--- src/rtl/fifo_stream_reader.sv ---
// Purpose : read-side consumer for a registered-read FIFO; re-times words into a valid/ready stream with frame marks.
// Latency : fifo_rd_en in cycle N -> word captured at end of N+1 -> m_valid in N+2 (empty buffer); 1 word/cycle sustained.
// Backpressure: 2-entry head+skid buffer; a read is issued only when buffered + in-flight words after this cycle's pop stay below 2.
//
// Ports:
//   clk, rst_n            clock (posedge) and synchronous active-low reset
//   fifo_empty/fifo_data  FIFO status and registered read data (valid the cycle after a read edge)
//   fifo_rd_en            FIFO read strobe
//   m_valid/m_ready       output handshake; m_data, m_last qualified by m_valid
//   word_count            total words accepted downstream since reset (wraps)
module fifo_stream_reader #(
    parameter int DATA_WIDTH = 6,
    parameter int FRAME_LEN  = 7,
    parameter int CNT_WIDTH  = 16
) (
    input  logic                  clk,
    input  logic                  rst_n,
    input  logic                  fifo_empty,
    input  logic [DATA_WIDTH-1:0] fifo_data,
    output logic                  fifo_rd_en,
    output logic                  m_valid,
    input  logic                  m_ready,
    output logic [DATA_WIDTH-1:0] m_data,
    output logic                  m_last,
    output logic [CNT_WIDTH-1:0]  word_count
);

    localparam int FIDX_W = (FRAME_LEN > 1) ? $clog2(FRAME_LEN) : 1;
    localparam logic [FIDX_W-1:0] FIDX_LAST = FIDX_W'(FRAME_LEN - 1);

    logic [DATA_WIDTH-1:0] head, head_nxt;
    logic [DATA_WIDTH-1:0] skid, skid_nxt;
    logic [1:0]            occ, occ_nxt;
    logic                  inflight;
    logic                  valid_q;
    logic [FIDX_W-1:0]     fidx;
    logic [CNT_WIDTH-1:0]  cnt;
    logic                  pop;
    logic [2:0]            level;

    assign pop = valid_q & m_ready;

    // Words that will still be held (buffered or in flight) after this cycle's pop.
    // m_ready feeds fifo_rd_en combinationally so a full buffer that is draining
    // this cycle can still request the next word and keep 1 word/cycle.
    assign level      = {1'b0, occ} + {2'b0, inflight} - {2'b0, pop};
    assign fifo_rd_en = rst_n & ~fifo_empty & (level < 3'd2);

    assign m_valid    = valid_q;
    assign m_data     = head;
    assign m_last     = valid_q & (fidx == FIDX_LAST);
    assign word_count = cnt;

    always_comb begin
        occ_nxt  = occ;
        head_nxt = head;
        skid_nxt = skid;
        if (inflight) begin
            case (occ)
                2'd0: begin
                    head_nxt = fifo_data;
                    occ_nxt  = 2'd1;
                end
                2'd1: begin
                    if (pop) begin
                        head_nxt = fifo_data;
                    end else begin
                        skid_nxt = fifo_data;
                        occ_nxt  = 2'd2;
                    end
                end
                default: begin
                    // occ=2 with no pop cannot coexist with a capture (see assertion).
                    if (pop) begin
                        head_nxt = skid;
                        skid_nxt = fifo_data;
                    end
                end
            endcase
        end else if (pop) begin
            if (occ == 2'd2) begin
                head_nxt = skid;
                occ_nxt  = 2'd1;
            end else begin
                occ_nxt  = 2'd0;
            end
        end
    end

    always_ff @(posedge clk) begin
        if (!rst_n) begin
            head     <= '0;
            skid     <= '0;
            occ      <= 2'd0;
            inflight <= 1'b0;
            valid_q  <= 1'b0;
            fidx     <= '0;
            cnt      <= '0;
        end else begin
            head     <= head_nxt;
            skid     <= skid_nxt;
            occ      <= occ_nxt;
            inflight <= fifo_rd_en;
            valid_q  <= (occ_nxt != 2'd0);
            if (pop) begin
                fidx <= (fidx == FIDX_LAST) ? '0 : fidx + FIDX_W'(1);
                cnt  <= cnt + CNT_WIDTH'(1);
            end
        end
    end

    // A capture into a full buffer would lose a word; the read credit rule forbids it.
    a_no_overflow: assert property (@(posedge clk) disable iff (!rst_n)
        (inflight && occ == 2'd2) |-> pop);

endmodule

--- config.mk ---
export PLATFORM = sky130hd
export DESIGN_NAME = fifo_stream_reader
export DESIGN_NICKNAME = d
export VERILOG_FILES = /design/src/rtl/fifo_stream_reader.sv
export SDC_FILE = /design/constraint.sdc
export NUM_CORES = 1
export LEC_CHECK = 0
export ABC_AREA = 1
export BUFFER_PORTS_ARGS = -buffer_cell sky130_fd_sc_hd__buf_2
export CAP_MARGIN = 10
export CORE_UTILIZATION = 48
export DETAILED_ROUTE_END_ITERATION = 7
export PLACE_DENSITY = 0.76
export SLEW_MARGIN = 10
export SYNTH_ARGS = -nofsm -noshare
export SYNTH_HDL_FRONTEND = slang
export SYNTH_SLANG_ARGS = --single-unit
--- constraint.sdc ---
create_clock -name clk -period 1.7 [get_ports clk]
set_clock_uncertainty 0.15 [all_clocks]
set_input_delay 0.17 -clock clk [delete_from_list [all_inputs] [get_ports clk]]
set_output_delay 0.17 -clock clk [all_outputs]
set_load 0.05 [all_outputs]
Word-level counts from Yosys, hierarchy flattened:

Index checks and enable logic that the tools add are counted.

* output and inout bits: 25
* bits of input ports: 10
* word-level logic and storage cells: 45
* register bits: 35

* equal/unequal tests: 5
* add/sub/neg operators: 4
* reduce and logical (&&, ||, !) cells: 8
* magnitude comparators: 1
* muxes and demuxes: 14
* bitwise gates (word level): 6

Operator list (count)
* $mux 6: 6
* $pmux 6 s2: 2
* $add 16x1->16 const B: 1
* $reduce_bool 2->1: 5
* $reduce_and 4->1: 2
* $mux 2: 3
* $and 1x1->1: 4
* $ne 2x2->1 const B: 2
* $pmux 2 s2: 1
* $add 2x1->3: 1
* $add 3x1->3 const B: 1
* $eq 3x3->1 const B: 1
* $lt 3x2->1 const B: 1
* $mux 3: 1
* $sub 3x1->3: 1
* $eq 2x1->1 const B: 1
* $eq 2x2->1 const B: 1
* $logic_not 2->1: 1
* $not 1->1: 2
* $mux 1: 1

Longest topological paths before layout:

* depth in word-level cells: 5
* depth in mapped cells: 8

Worst setup path before layout:

No wires, ideal clock.

* path type: register to output
* start point: register valid_q (netlist: m_valid)
* end point: output port fifo_rd_en
* data required time: 1.380 ns
* arrival: 2.850 ns
* cell stages (with the launch flop): 7
* slack: -1.470 ns
* path buffers: 0
* cells stage by stage: dfxtp_1 > nand2_4 > ha_1 > nand2_1 > fa_1 > nand2_1 > nor3_1

* cells in the longest elaborated chain, start to end: 4

Ends and longest elaborated chain
* start: declaration: line 35 `logic valid_q;`
* start signal: assignment: line 104 `valid_q <= (occ_nxt != 2'd0);`
* $and 1x1->1: line 41 `assign pop = valid_q & m_ready;`
* $sub 3x1->3: line 46 `assign level = {1'b0, occ} + {2'b0, inflight} - {2'b0, pop};`
* $lt 3x2->1: line 47 `assign fifo_rd_en = rst_n & ~fifo_empty & (level < 3'd2);`
* $and 1x1->1: line 47
* end: declaration: line 20 `output logic fifo_rd_en,`

No other way between the ends.

Worst setup path after layout:

Ends and elaborated chain as after synthesis.

==> results.yml <==
worst_setup_path:
  endpoint_kind: "output pin"
  critPathLaunchType: "register"
  ff2ff_setup_slack_ps: -30
  crit_start: "m_valid"
  ff2ff_path_depth: 6
  cp.required_ps: 1380
  crit_fanout: 2
  crit_arrival_ps: 2010
  rr_endpoint: "inflight"
  r2r-start: "m_valid"
  crit_end: "fifo_rd_en"
  worstSetupPathType: "register to output pin"
synthesis:
  post-synth-top-count-cell: "nand2_1"
  synth_enable_flop_cells: 0
  synth_cell_types: 32
  yosysTopAreaCellShare_pct: 41.6
  syn_inst: 248
  synth.avg_cell_area_sq_um: 6.80
  synth_async_sr_flop_share_pct: 0
  yosys_warnings: 0
  syn_nets: 261
  yosys-top-cells-area: "dfxtp_1 (42%), nand2_1 (16%), nor2_1 (9.6%)"
  yosys-top-cells-count: "nand2_1 (71), nor2_1 (43), dfxtp_1 (35), inv_1 (22), nand3_1 (15)"
  yosysSeqAreaShare_pct: 41.6
  syn_area_sq_mm: 0.00169
  synth_top_area_cell: "dfxtp_1"
  ys.flop_type: "dfxtp_1"
  ys_seq_elements: 35
route:
  ant_nets: 0
  routedWlPerCell_um: 9.83
  drc: 0
  wl_um: 3450
  via_per_inst: 4.70
  drt_iter0_markers: 89
  vias: 1650
  dr.pass1.iters: 4
floorplanning:
  die_w_um: 61.3
  coreArea_sq_mm: 0.00334
  die_y_um: 61.3
  rows: 21
  start_util_pct: 50.5
  die_area_sq_mm: 0.00375
  io_pins: 35
global_routing:
  grt_pass1_vias: 1424
  grt_pass1_wl_um: 5950
  grt_max_degree: 16
  grt_util_all_layers_pct: 21.8
  grt_antenna_before_repair: 0
  grt-ovfl-total: 0
sta:
  finalMaxSlewViolations: 0
  fmax_ghz: 0.430
  setup_viol: 2
  rsz0062_at_grt: "yes"
  slew-limit-headroom_pct: 69.5
  setup_ws_ps: -627
  worst_pin_slew_ps: 456
  period_needed_ps: 2330
  min_period_over_period_pct: 137
  hold_violations: 0
clock_network:
  h-tree-depth: 2
  cts_sinks: 35
  tritoncts: "yes"
  cts_root_buf: "clkbuf_4"
  cts_buffer_depth: 2
  cts.clk_slew.worst_paths_ps: 120
  clk_latency_ps: 340
  cts_buffers: 5
layout:
  drive_above_1_share_pct: 25.2
  fillerInstances: 312
  syn_to_final_growth_pct: 31.1
  seqCellArea_sq_um: 708
  diodes: 0
  nets: 317
  multiInputGateArea_sq_um: 905
  fin_cells: 351
  final_util_pct: 66.2
hold_path:
  min_from: "rst_n"
  hp-class: "input pin to register"
power_and_ir_drop:
  ir_worst_vdd_mv: 0.571
  cellLeakagePower_uw: 0.000948
  p_per_area_mw_per_mm2: 797
  fin_total_pwr_uw: 1760
placed_design:
  dp_cells: 334
  place_ws_ps: -347
  routabilityCongestion: 0.800
  portBuffers: 34
  dpl.hpwl_um: 2530
job:
  drv_cap: 0
status:
  violations: "negative setup slack"
  outcome: "finished, violations left"
==> through the flow <==
step	setup TNS, ps	area, sq um	hold slack (ps)
2_1_floorplan	-668	1740	96.8
3_3_place_gp	-334	2030	237
3_5_place_dp	-359	2030	244
4_1_cts	-686	2210	110
5_1_grt	-822	2210	116
6_report	-652	2210	126
==> critical path: stages (launching register included) <==
cell and delay, ps:
dfxtp_4 390, nand2_8 50, ha_4 260, nand2_2 50, fa_1 500, nand2_2 80
nor3_4 170, buf_6 180
==> state kept, by name, summed over array words and instances, names as in the netlist <==
register    count
word_count     16
fidx            3
skid            6
m_data          6
m_valid         1
occ             2
inflight        1
==> cell families after synthesis <==
group / synth area share [%]
buffers and inverters: 7.72
AO/OA/AOI/OAI: 9.50
adder cells (fa/ha/maj): 2.67
flip-flops: 41.6
AND/OR/NAND/NOR: 37.0
XOR/XNOR: 1.56
==> metal layers <==
layer / global-route usage, % / routed length, um
met4: 10.1 / 67
met5: 0 / 0
met1: 27.9 / 1660
met3: 6.30 / 137
met2: 34.0 / 1590
==> worst min path at each step <==
stage                    end  slack [ps]  cells past startpoint
floorplan           inflight         100                      1
global placement    inflight         240                      2
detailed placement  inflight         240                      2
CTS                  skid[3]         110                      4
global route         skid[3]         120                      4
finish               skid[3]         130                      4
==> cell type report <==
type | count | area share, %
repair buffers | 54 | 15.9
flip-flops and latches | 35 | 32.0
inverters | 27 | 4.81
well taps | 46 | 2.60
multi-input cells | 181 | 40.9
clock buffers | 5 | 1.70
clock inverters | 3 | 1.98
==> where the power goes <==
group	total [uW]	leakage (uW)	internal, uW	switching [uW]
clock	609	0.0000452	309	299
sequential	864	0.000285	845	19.4
combinational	287	0.000618	115	172
==> placed cells by master, fill, tap and decap left out, types with 5 or more instances in the layout <==
cell type      synthesis  layout
dfxtp_1               35      31
buf_2                  1      32
o21ai_1                4       5
nand3_1               15      15
inv_1                 22      22
clkbuf_4               0       6
dlygate4sd3_1          0       9
nand2_1               71      69
a21oi_1               13      13
buf_4                  1      11
o21ai_0                6       5
nor2_1                43      43
==> repair_timing <==
item	4_1_cts	5_1_grt
endpoints found under the setup margin	2	4
gates resized for setup	2	2
setup buffers	0	0
cloned	0	0
hold buffers	9	0
hold endpoints to repair	12	0
pin swaps	1	0
No activity file was read; power rests on OpenSTA's default activity.
